### src/rtl/edge_arb_pkg.sv
// Shared types and constants for the edge-event arbiter.
package edge_arb_pkg;

  localparam int unsigned N_DEF      = 4;
  localparam int unsigned DROP_W_DEF = 8;

  typedef enum logic {
    IDLE  = 1'b0,
    OFFER = 1'b1
  } state_t;

  // Index width for n channels; never narrower than one bit.
  function automatic int unsigned id_width(input int unsigned n);
    return (n > 1) ? $clog2(n) : 1;
  endfunction

endpackage

### src/rtl/edge_tick.sv
// Per-channel rising-edge detector; history clears on reset so a level high at release yields one edge.
module edge_tick
  import edge_arb_pkg::*;
(
  input  logic clk,
  input  logic reset,
  input  logic i_level,
  output logic o_edge_c
);

  logic r_prev;

  always_ff @(posedge clk or posedge reset) begin
    if (reset) r_prev <= 1'b0;
    else       r_prev <= i_level;
  end

  assign o_edge_c = i_level & ~r_prev;

endmodule

### src/rtl/edge_event_arbiter.sv
// Collects rising edges from N level inputs and offers them one at a time, round-robin,
// to a single consumer; edges hitting an already pending channel are counted as drops.
module edge_event_arbiter
  import edge_arb_pkg::*;
#(
  parameter  int unsigned N      = N_DEF,
  parameter  int unsigned DROP_W = DROP_W_DEF,
  localparam int unsigned ID_W   = id_width(N)
) (
  input  logic              clk,
  input  logic              reset,
  input  logic [N-1:0]      level,
  input  logic              ev_ready,
  output logic              ev_valid,
  output logic [ID_W-1:0]   ev_id,
  input  logic              clear_drops,
  input  logic [ID_W-1:0]   drop_sel,
  output logic [DROP_W-1:0] drop_count,
  output logic [N-1:0]      overflow
);

  localparam int unsigned   SUM_W = ID_W + 1;
  localparam logic [SUM_W-1:0] N_SUM = SUM_W'(N);

  logic [N-1:0]      w_edge;
  logic [N-1:0]      w_hs_sel;
  logic [N-1:0]      w_drop;
  logic [N-1:0]      w_rot;
  logic [N-1:0]      r_pending;
  logic [N-1:0]      r_overflow;
  logic [DROP_W-1:0] r_drop_cnt [N];
  logic [ID_W-1:0]   w_first;
  logic [ID_W-1:0]   w_pick;
  logic [ID_W-1:0]   w_ptr_nxt;
  logic [SUM_W-1:0]  w_sum;
  logic [SUM_W-1:0]  w_inc;
  logic [ID_W-1:0]   r_rr_ptr;
  logic [ID_W-1:0]   r_ev_id;
  logic [ID_W-1:0]   w_ev_id_nxt;
  logic              r_ev_valid;
  logic              w_hs;
  state_t            r_state;
  state_t            w_state_nxt;

  for (genvar g = 0; g < N; g++) begin : g_tick
    edge_tick u_tick (
      .clk      (clk),
      .reset    (reset),
      .i_level  (level[g]),
      .o_edge_c (w_edge[g])
    );
  end

  assign w_hs = r_ev_valid & ev_ready;

  // A handshaken channel is not a drop target, and its same-cycle edge re-arms it.
  always_comb begin
    w_hs_sel = '0;
    w_drop   = '0;
    for (int i = 0; i < N; i++) begin
      w_hs_sel[i] = w_hs & (r_ev_id == ID_W'(i));
      w_drop[i]   = w_edge[i] & r_pending[i] & ~w_hs_sel[i];
    end
  end

  always_ff @(posedge clk or posedge reset) begin
    if (reset) begin
      r_pending <= '0;
    end else begin
      for (int i = 0; i < N; i++) begin
        if (w_edge[i])        r_pending[i] <= 1'b1;
        else if (w_hs_sel[i]) r_pending[i] <= 1'b0;
      end
    end
  end

  // Round-robin pick: rotate so rr_ptr sits at bit 0, find first set, rotate back.
  always_comb begin
    w_rot   = (r_pending >> r_rr_ptr) | (r_pending << (N - r_rr_ptr));
    w_first = '0;
    for (int k = int'(N) - 1; k >= 0; k--) begin
      if (w_rot[k]) w_first = ID_W'(k);
    end
    w_sum  = {1'b0, w_first} + {1'b0, r_rr_ptr};
    w_pick = (w_sum >= N_SUM) ? ID_W'(w_sum - N_SUM) : w_sum[ID_W-1:0];
    w_inc     = {1'b0, r_ev_id} + SUM_W'(1);
    w_ptr_nxt = (w_inc == N_SUM) ? '0 : w_inc[ID_W-1:0];
  end

  always_comb begin
    w_state_nxt = r_state;
    w_ev_id_nxt = r_ev_id;
    case (r_state)
      IDLE: begin
        if (|r_pending) begin
          w_ev_id_nxt = w_pick;
          w_state_nxt = OFFER;
        end
      end
      OFFER: begin
        if (ev_ready) w_state_nxt = IDLE;
      end
      default: w_state_nxt = IDLE;
    endcase
  end

  always_ff @(posedge clk or posedge reset) begin
    if (reset) begin
      r_state    <= IDLE;
      r_ev_valid <= 1'b0;
      r_ev_id    <= '0;
      r_rr_ptr   <= '0;
    end else begin
      r_state    <= w_state_nxt;
      r_ev_valid <= (w_state_nxt == OFFER);
      r_ev_id    <= w_ev_id_nxt;
      if (w_hs) r_rr_ptr <= w_ptr_nxt;
    end
  end

  // Saturating drop counters; a clear wins over a same-cycle drop.
  always_ff @(posedge clk or posedge reset) begin
    if (reset) begin
      r_overflow <= '0;
      for (int i = 0; i < N; i++) r_drop_cnt[i] <= '0;
    end else if (clear_drops) begin
      r_overflow <= '0;
      for (int i = 0; i < N; i++) r_drop_cnt[i] <= '0;
    end else begin
      for (int i = 0; i < N; i++) begin
        if (w_drop[i]) begin
          r_overflow[i] <= 1'b1;
          if (r_drop_cnt[i] != '1) r_drop_cnt[i] <= r_drop_cnt[i] + DROP_W'(1);
        end
      end
    end
  end

  assign ev_valid   = r_ev_valid;
  assign ev_id      = r_ev_id;
  assign overflow   = r_overflow;
  assign drop_count = ({1'b0, drop_sel} < N_SUM) ? r_drop_cnt[drop_sel] : '0;

endmodule
### config.mk
export PLATFORM = sky130hd
export DESIGN_NAME = edge_event_arbiter
export DESIGN_NICKNAME = d
export VERILOG_FILES = /design/src/rtl/edge_arb_pkg.sv /design/src/rtl/edge_tick.sv /design/src/rtl/edge_event_arbiter.sv
export SDC_FILE = /design/constraint.sdc
export NUM_CORES = 1
export LEC_CHECK = 0
export CAP_MARGIN = 20
export CORE_UTILIZATION = 62
export CTS_CLUSTER_DIAMETER = 40
export CTS_CLUSTER_SIZE = 24
export DETAILED_ROUTE_END_ITERATION = 6
export PLACE_DENSITY_LB_ADDON = 0.1
export SETUP_SLACK_MARGIN = 0.2
export SLEW_MARGIN = 20
export SYNTH_ARGS = -nofsm -noshare
export SYNTH_HDL_FRONTEND = slang
export SYNTH_SLANG_ARGS = --single-unit
### constraint.sdc
create_clock -name clk -period 4.8 [get_ports clk]
set_input_delay 0.72 -clock clk [delete_from_list [all_inputs] [get_ports clk]]
set_output_delay 0.72 -clock clk [all_outputs]
set_load 0.05 [all_outputs]
* Word-level counts from Yosys, hierarchy flattened
Cells that the tools add are included.
** Word-level totals
- Memories :: 0
- Memory bits (writable) :: 0
- Memory bits (read-only) :: 0
- Latch bits :: 0
- Output and inout bits :: 15
- Logic and storage cells :: 120
- Register bits after elaboration :: 49
- Input port bits :: 10
** Cells by class
- $add $sub $neg :: 8
- Mux-type cells :: 34
- Reduce and logical (&&, ||, !) cells :: 19
- Shifts and indexed selects :: 2
- Multiply operators :: 0
- $lt $le $gt $ge :: 2
- Bitwise logic cells :: 28
- Div/mod/pow operators :: 0
- Eq/ne operators :: 8
** Operators with widths (number)
- 2-to-1 mux 8 bit :: 10
- adder 8 x 1 -> 8 bit (second input constant) :: 4
- 2-to-1 mux 32 bit :: 1
- != test 8 bit (second input constant) :: 4
- << shifter 4 x 32 -> 4 bit :: 1
- nonzero test 2 bit :: 12
- bitwise AND 1 bit :: 17
- binary-select mux 8 bit (select 2 bit) :: 1
- 2-to-1 mux 1 bit :: 14
- 2-to-1 mux 2 bit :: 6
- AND reduction 2 bit :: 5
- NOT 1 bit :: 9
- >= comparator 3 bit (second input constant) :: 2
- equality test 2 bit (second input constant) :: 2
- 2-to-1 mux 4 bit :: 1
- bitwise OR 4 bit :: 1
- OR reduction 4 bit :: 1
- right shift 4 x 2 -> 4 bit :: 1
- subtractor 3 x 2 -> 4 bit (first input constant) :: 1
- adder 2 x 1 -> 3 bit (second input constant) :: 1
- adder 2 x 2 -> 3 bit :: 1
- equality test 3 bit (second input constant) :: 1
- NOT 2 -> 3 bit :: 1
- equality test 2 x 1 -> 1 bit (second input constant) :: 1
- other kinds (3) :: 3

* Longest topological paths before layout
- Depth after elaboration :: 10
- Gate-level depth with buffers :: 13
- Gate-level depth less buffers :: 11

* Hierarchy
From an unflattened synthesis, not the netlist that was laid out.
** Second synthesis, totals
- Cells, all modules :: 273
- Area total of the unflattened synthesis :: 2792.7 µm²
** Modules (own cells, without submodules)
- edge_event_arbiter :: seq. area each 1126.1 µm², area an instance 2622.5 µm², times used 1, cells each 261
- edge_tick :: seq. area each 25.0 µm², area an instance 42.5 µm², times used 4, cells each 3

* Least setup slack after synthesis
Ideal clock, no wire load.
- Path kind :: reg2reg
- Start point :: reg r_rr_ptr[0]
- End point :: reg r_ev_id[1] (netlist: ev_id[1])
- Required time :: 4.671 ns
- Setup time :: 0.129 ns
- Period minus slack after synthesis :: 2.502 ns
- Slack :: 2.298 ns
- Cell stages (with the launch flop) :: 14
- Arrival :: 2.373 ns
- Buffers on the path :: 2
- Path through :: dfrtp_1 > buf_6 > inv_1 > ha_1 > buf_6 > mux2i_1 > nor2_1 > or3_2 > a21oi_1 > o21a_1 > ha_1 > xor2_1 > xnor2_1 > mux2i_1
** On the way
- Longest elaborated chain between the ends :: 10
- Elaborated cells on any way between the ends :: 12
- Those cells by class :: add/sub: 3; order compare: 1; shift: 2; mux: 5; bitwise: 1
** Ends and longest elaborated chain
- start: declaration :: RTL line edge_event_arbiter.sv:37 : logic [ID_W-1:0] r_rr_ptr;
- start signal: assignment :: RTL line edge_event_arbiter.sv:117 : if (w_hs) r_rr_ptr <= w_ptr_nxt;
- subtractor 3 x 2 -> 4 bit :: RTL line edge_event_arbiter.sv:79 : w_rot = (r_pending >> r_rr_ptr) | (r_pending << (N - r_rr_ptr));
- << shifter 4 x 32 -> 4 bit :: RTL line edge_event_arbiter.sv:79
- bitwise OR 4 bit :: RTL line edge_event_arbiter.sv:79
- 2-to-1 mux 2 bit (4 in a row) :: RTL line edge_event_arbiter.sv:82 : if (w_rot[k]) w_first = ID_W'(k);
- adder 2 x 2 -> 3 bit (*) :: RTL line edge_event_arbiter.sv:84 : w_sum = {1'b0, w_first} + {1'b0, r_rr_ptr};
- >= comparator 3 bit / subtractor 2 x 1 -> 2 bit (equally long branches) :: RTL line edge_event_arbiter.sv:85 : w_pick = (w_sum >= N_SUM) ? ID_W'(w_sum - N_SUM) : w_sum[ID_W-1:0];
- 2-to-1 mux 2 bit (*) :: RTL line edge_event_arbiter.sv:85
- end signal: assignment :: RTL line edge_event_arbiter.sv:116 : r_ev_id <= w_ev_id_nxt;
- end: declaration :: RTL line edge_event_arbiter.sv:38 : logic [ID_W-1:0] r_ev_id;
Mark *: on every way between the ends. The rest lies on a longest branch, timed or not.
A chain may end at the register's enable or synchronous reset.

* Worst setup path after layout
- Start point :: in drop_sel[0]
- End point :: out drop_count[0]
** On the way
- Longest elaborated chain between the ends :: 4
** Ends and longest elaborated chain
- start: declaration :: RTL line edge_event_arbiter.sv:17 : input logic [ID_W-1:0] drop_sel,
- NOT 2 -> 3 bit (implied by the code) :: RTL line edge_event_arbiter.sv:142 : assign drop_count = ({1'b0, drop_sel} < N_SUM) ? r_drop_cnt[drop_sel] : '0;
- binary-select mux 8 bit (select 2 bit) :: RTL line edge_event_arbiter.sv:142
- 2-to-1 mux 8 bit (implied by the code) (2 in a row) :: RTL line edge_event_arbiter.sv:142
- end: declaration :: RTL line edge_event_arbiter.sv:18 : output logic [DROP_W-1:0] drop_count,
No other way between the ends. The select of a mux whose other input is x is not followed.

==> summary.md <==
| Metric | Value |
|---|---|
| CTS Root Cell | `clkbuf_8` |
| Crit end category | `output pin` |
| Inserted Clock Buffers | `5` |
| Hold Path Class | `reg2reg` |
| Largest net degree at the start of global routing | `50` |
| Most used flip-flop cell after synthesis | `dfrtp_1` |
| Total grt overflow | `0` |
| Clock Latency Late Sink | `approximately 300 ps` |
| Post-CTS setup buffers | `0` |
| Worst setup SP type | `input pin` |
| Final setup TNS | `0 ps` |
| Crit-path most repeated cell | `clkdlybuf4s50_1` |
| 1st-iter DRT viols | `127` |
| Hold buffer count at cts | `0` |
| Post-synthesis instance total | `~270` |
| I/O pins | `25` |
| Fraction of registers with async set/reset | `1.00` |
| Largest stage delay on the critical path | `around 760 ps` |
| Antenna violations before repair | `0` |
| Max-Cap Viols | `0` |
| CTS tree | `done` |
| Layout Cell Area excl Fill | `between 3000 and 4000 um2` |
| Worst-Margin Slew | `just over 800 ps` |
| Vias post-DR | `1991` |
| Critical path class | `in2out` |
| Layout cells sized above 1 | `0.102` |
| Worst clock skew | `around 5.7 ps` |
| DRT Wirelength | `5.25 mm` |
| Global-route usage over all layers | `0.244` |
| Drc violations | `0` |
| Worst-path cell chain | `clkdlybuf4s50_1 > mux4_2 > clkdlybuf4s50_1` |
| DR vias/cell | `~5.7` |
| Library cells used by synthesis | `50` |
| Die area | `between 4000 and 5000 um2` |
| Vias in the first global route | `1964` |
| Post-DR wirelength/cell | `approximately 15 um` |
| Area of the multi-input gates | `around 1500 um2` |
| Post-CTS sizing | `0` |
| DPL Wire Length | `roughly 3.8 mm` |
| Max clock buf depth | `2` |
| Slowest CP cell | `clkdlybuf4s50_1` |
| Crit path DAT | `roughly 2800 ps` |
| 1st-pass router iterations | `4` |
| Std cell rows | `24` |
| Worst rel slew slack | `0.445` |
| # fillers | `314` |
| Average size of a mapped cell | `a little over 10 um2` |
| Mapped cell area | `around 2800 um2` |
| P&R area growth vs syn | `12.9%` |
| Syn Nets | `just under 300` |
| Sequential area share after synthesis | `0.436` |
| Port bufs | `24` |
| Htree depth | `2` |
| Placer Congestion | `around 0.86` |
| Post-route insts no fill | `approximately 350` |
| EDFF count, synth | `0` |
| Starting Density | `0.646` |
| Max FO, Critical Path | `8` |
| N_diodes | `0` |
| Yosys warning count | `0` |
| Final Max Slew Viols | `0` |
| Unrepaired setup endpoints after global routing | `no` |
| Sequential cell area | `1230 um2` |
| Leakage | `between 1 and 1.5 nW` |
| Critical path data required time | `between 4000 and 5000 ps` |
| Endpoints failing hold | `0` |
| Final Cycle Share | `0.723` |
| Max IR drop VDD | `0.273 mV` |
| Cell Area, Placed | `3060 um2` |
| Final setup viols | `0` |
| Status | `finished, final reports clean` |
| CTS Sinks | `49` |
| Post-synthesis register bit count | `just under 50` |
| Layout net count | `roughly 310` |
| Core Region | `~4400 um2` |
| Shortest period the worst path allows | `approximately 3500 ps` |
| Die H | `just under 70 um` |
| Placed insts | `approximately 340` |
| Pwr Total | `roughly 1.3 mW` |
| Routed Antenna Nets | `0` |
| First-pass GRT wire length | `9.32 mm` |
| Die X | `between 60 and 70 um` |
| Clock slew at reported path FFs | `approximately 80 ps` |
| Power per cell area | `406 nW/um2` |
| Fmax | `288 MHz` |
==> cell usage after synthesis, drive strengths merged (2+ instances only) <==
master | number | share of area
o21a | 2 | 0.0053
a211oi | 2 | 0.0053
a21oi | 12 | 0.021
buf | 7 | 0.020
dfrtp | 49 | 0.44
and3 | 3 | 0.0067
mux2i | 6 | 0.021
nor4b | 3 | 0.019
ha | 10 | 0.044
o21ai | 10 | 0.019
mux4 | 8 | 0.064
nor4 | 6 | 0.013
nand3 | 15 | 0.027
nand4 | 7 | 0.016
xnor2 | 15 | 0.047
and4 | 3 | 0.0093
nor3 | 4 | 0.0071
nor3b | 2 | 0.0053
nand4b | 2 | 0.014
clkbuf | 4 | 0.0053
inv | 14 | 0.019
a311oi | 2 | 0.0085
xor2 | 13 | 0.040
a211o | 2 | 0.0062
nor2 | 39 | 0.052
nand2 | 17 | 0.023
nor2b | 2 | 0.0044
==> stage by stage <==
stage                     worst slack [ps]  utilization  hold slack (ps)
after floorplan                       2300            -              427
after global placement                1320        0.702              435
after detailed placement              1300        0.702              455
after CTS                             1300        0.729              469
after global routing                  1240        0.730              489
final                                 1330        0.730              465
==> kinds of logic after synthesis <==
family,count (synthesis),synth area share
multiplexers,15,0.0894
adder cells (fa/ha/maj),10,0.0445
buffers and inverters,25,0.0436
flip-flops,49,0.436
XOR/XNOR,28,0.0872
AO/OA/AOI/OAI,36,0.0819
AND/OR/NAND/NOR,110,0.218
==> area by class of cell <==
type | count | area share
tap | 52 | 0.0205
multi-input combinational | 199 | 0.461
sequential | 49 | 0.386
clock inverter | 2 | 0.0118
inverter | 14 | 0.0169
clock buffer | 6 | 0.0260
timing repair buffer | 25 | 0.0780
==> power by group <==
part	internal, mW	total (mW)	leakage [nW]	switching, mW
clock network	0.169	0.305	0.0574	0.136
registers	0.457	0.538	0.643	0.0818
logic	0.199	0.447	0.650	0.248
total	0.825	1.29	1.35	0.465
==> sequential cells by signal, summed over array words and instances (netlist names) <==
| signal | cells |
|---|---|
| ev_id | 2 |
| g_tick.u_tick.r_prev | 4 |
| overflow | 4 |
| r_drop_cnt | 32 |
| r_pending | 4 |
| r_rr_ptr | 2 |
| r_state | 1 |
==> path summary, 6_finish.rpt <==
kind                            slack, ps                         startpoint  cells after the start                         end
min in group asynchronous             880                              reset                      2        ev_id[1]$_DFFE_PP0P_
worst max register to register       1890            r_rr_ptr[0]$_DFFE_PP0N_                     11        ev_id[1]$_DFFE_PP0P_
max in group asynchronous            3430                              reset                      2  r_drop_cnt[11]$_DFFE_PP0P_
worst min-delay path                  460  g_tick[2].u_tick.r_prev$_DFF_PP0_                      1    r_pending[2]$_DFFE_PP0P_
worst max-delay path                 1330                        drop_sel[0]                      3               drop_count[0]
worst min register to register        460  g_tick[2].u_tick.r_prev$_DFF_PP0_                      1    r_pending[2]$_DFFE_PP0P_
==> worst max-delay path: cells and delay by family <==
kind	cells	cell delay (ps)
buf+inv	2	1470
mux	1	560
==> routing by layer <==
| metal | vias up | track usage | share of wire |
|---|---|---|---|
| li1 | 1005 | - | - |
| met1 | 949 | 0.341 | 0.49 |
| met2 | 31 | 0.391 | 0.47 |
| met3 | 6 | 0.0451 | 0.028 |
| met4 | 0 | 0.0703 | 0.012 |
| met5 | - | 0 | 0 |
==> cells in the final DEF, fill, tap and decap left out, types with 8 or more instances in the layout <==
cell / instances
dfrtp_1: 49
nor2_1: 39
clkdlybuf4s50_1: 24
nand2_1: 17
nand3_1: 15
xnor2_1: 15
xor2_1: 13
inv_1: 12
a21oi_1: 12
ha_1: 10
o21ai_0: 8
mux4_2: 8
Power figures use the tool's default switching activity.
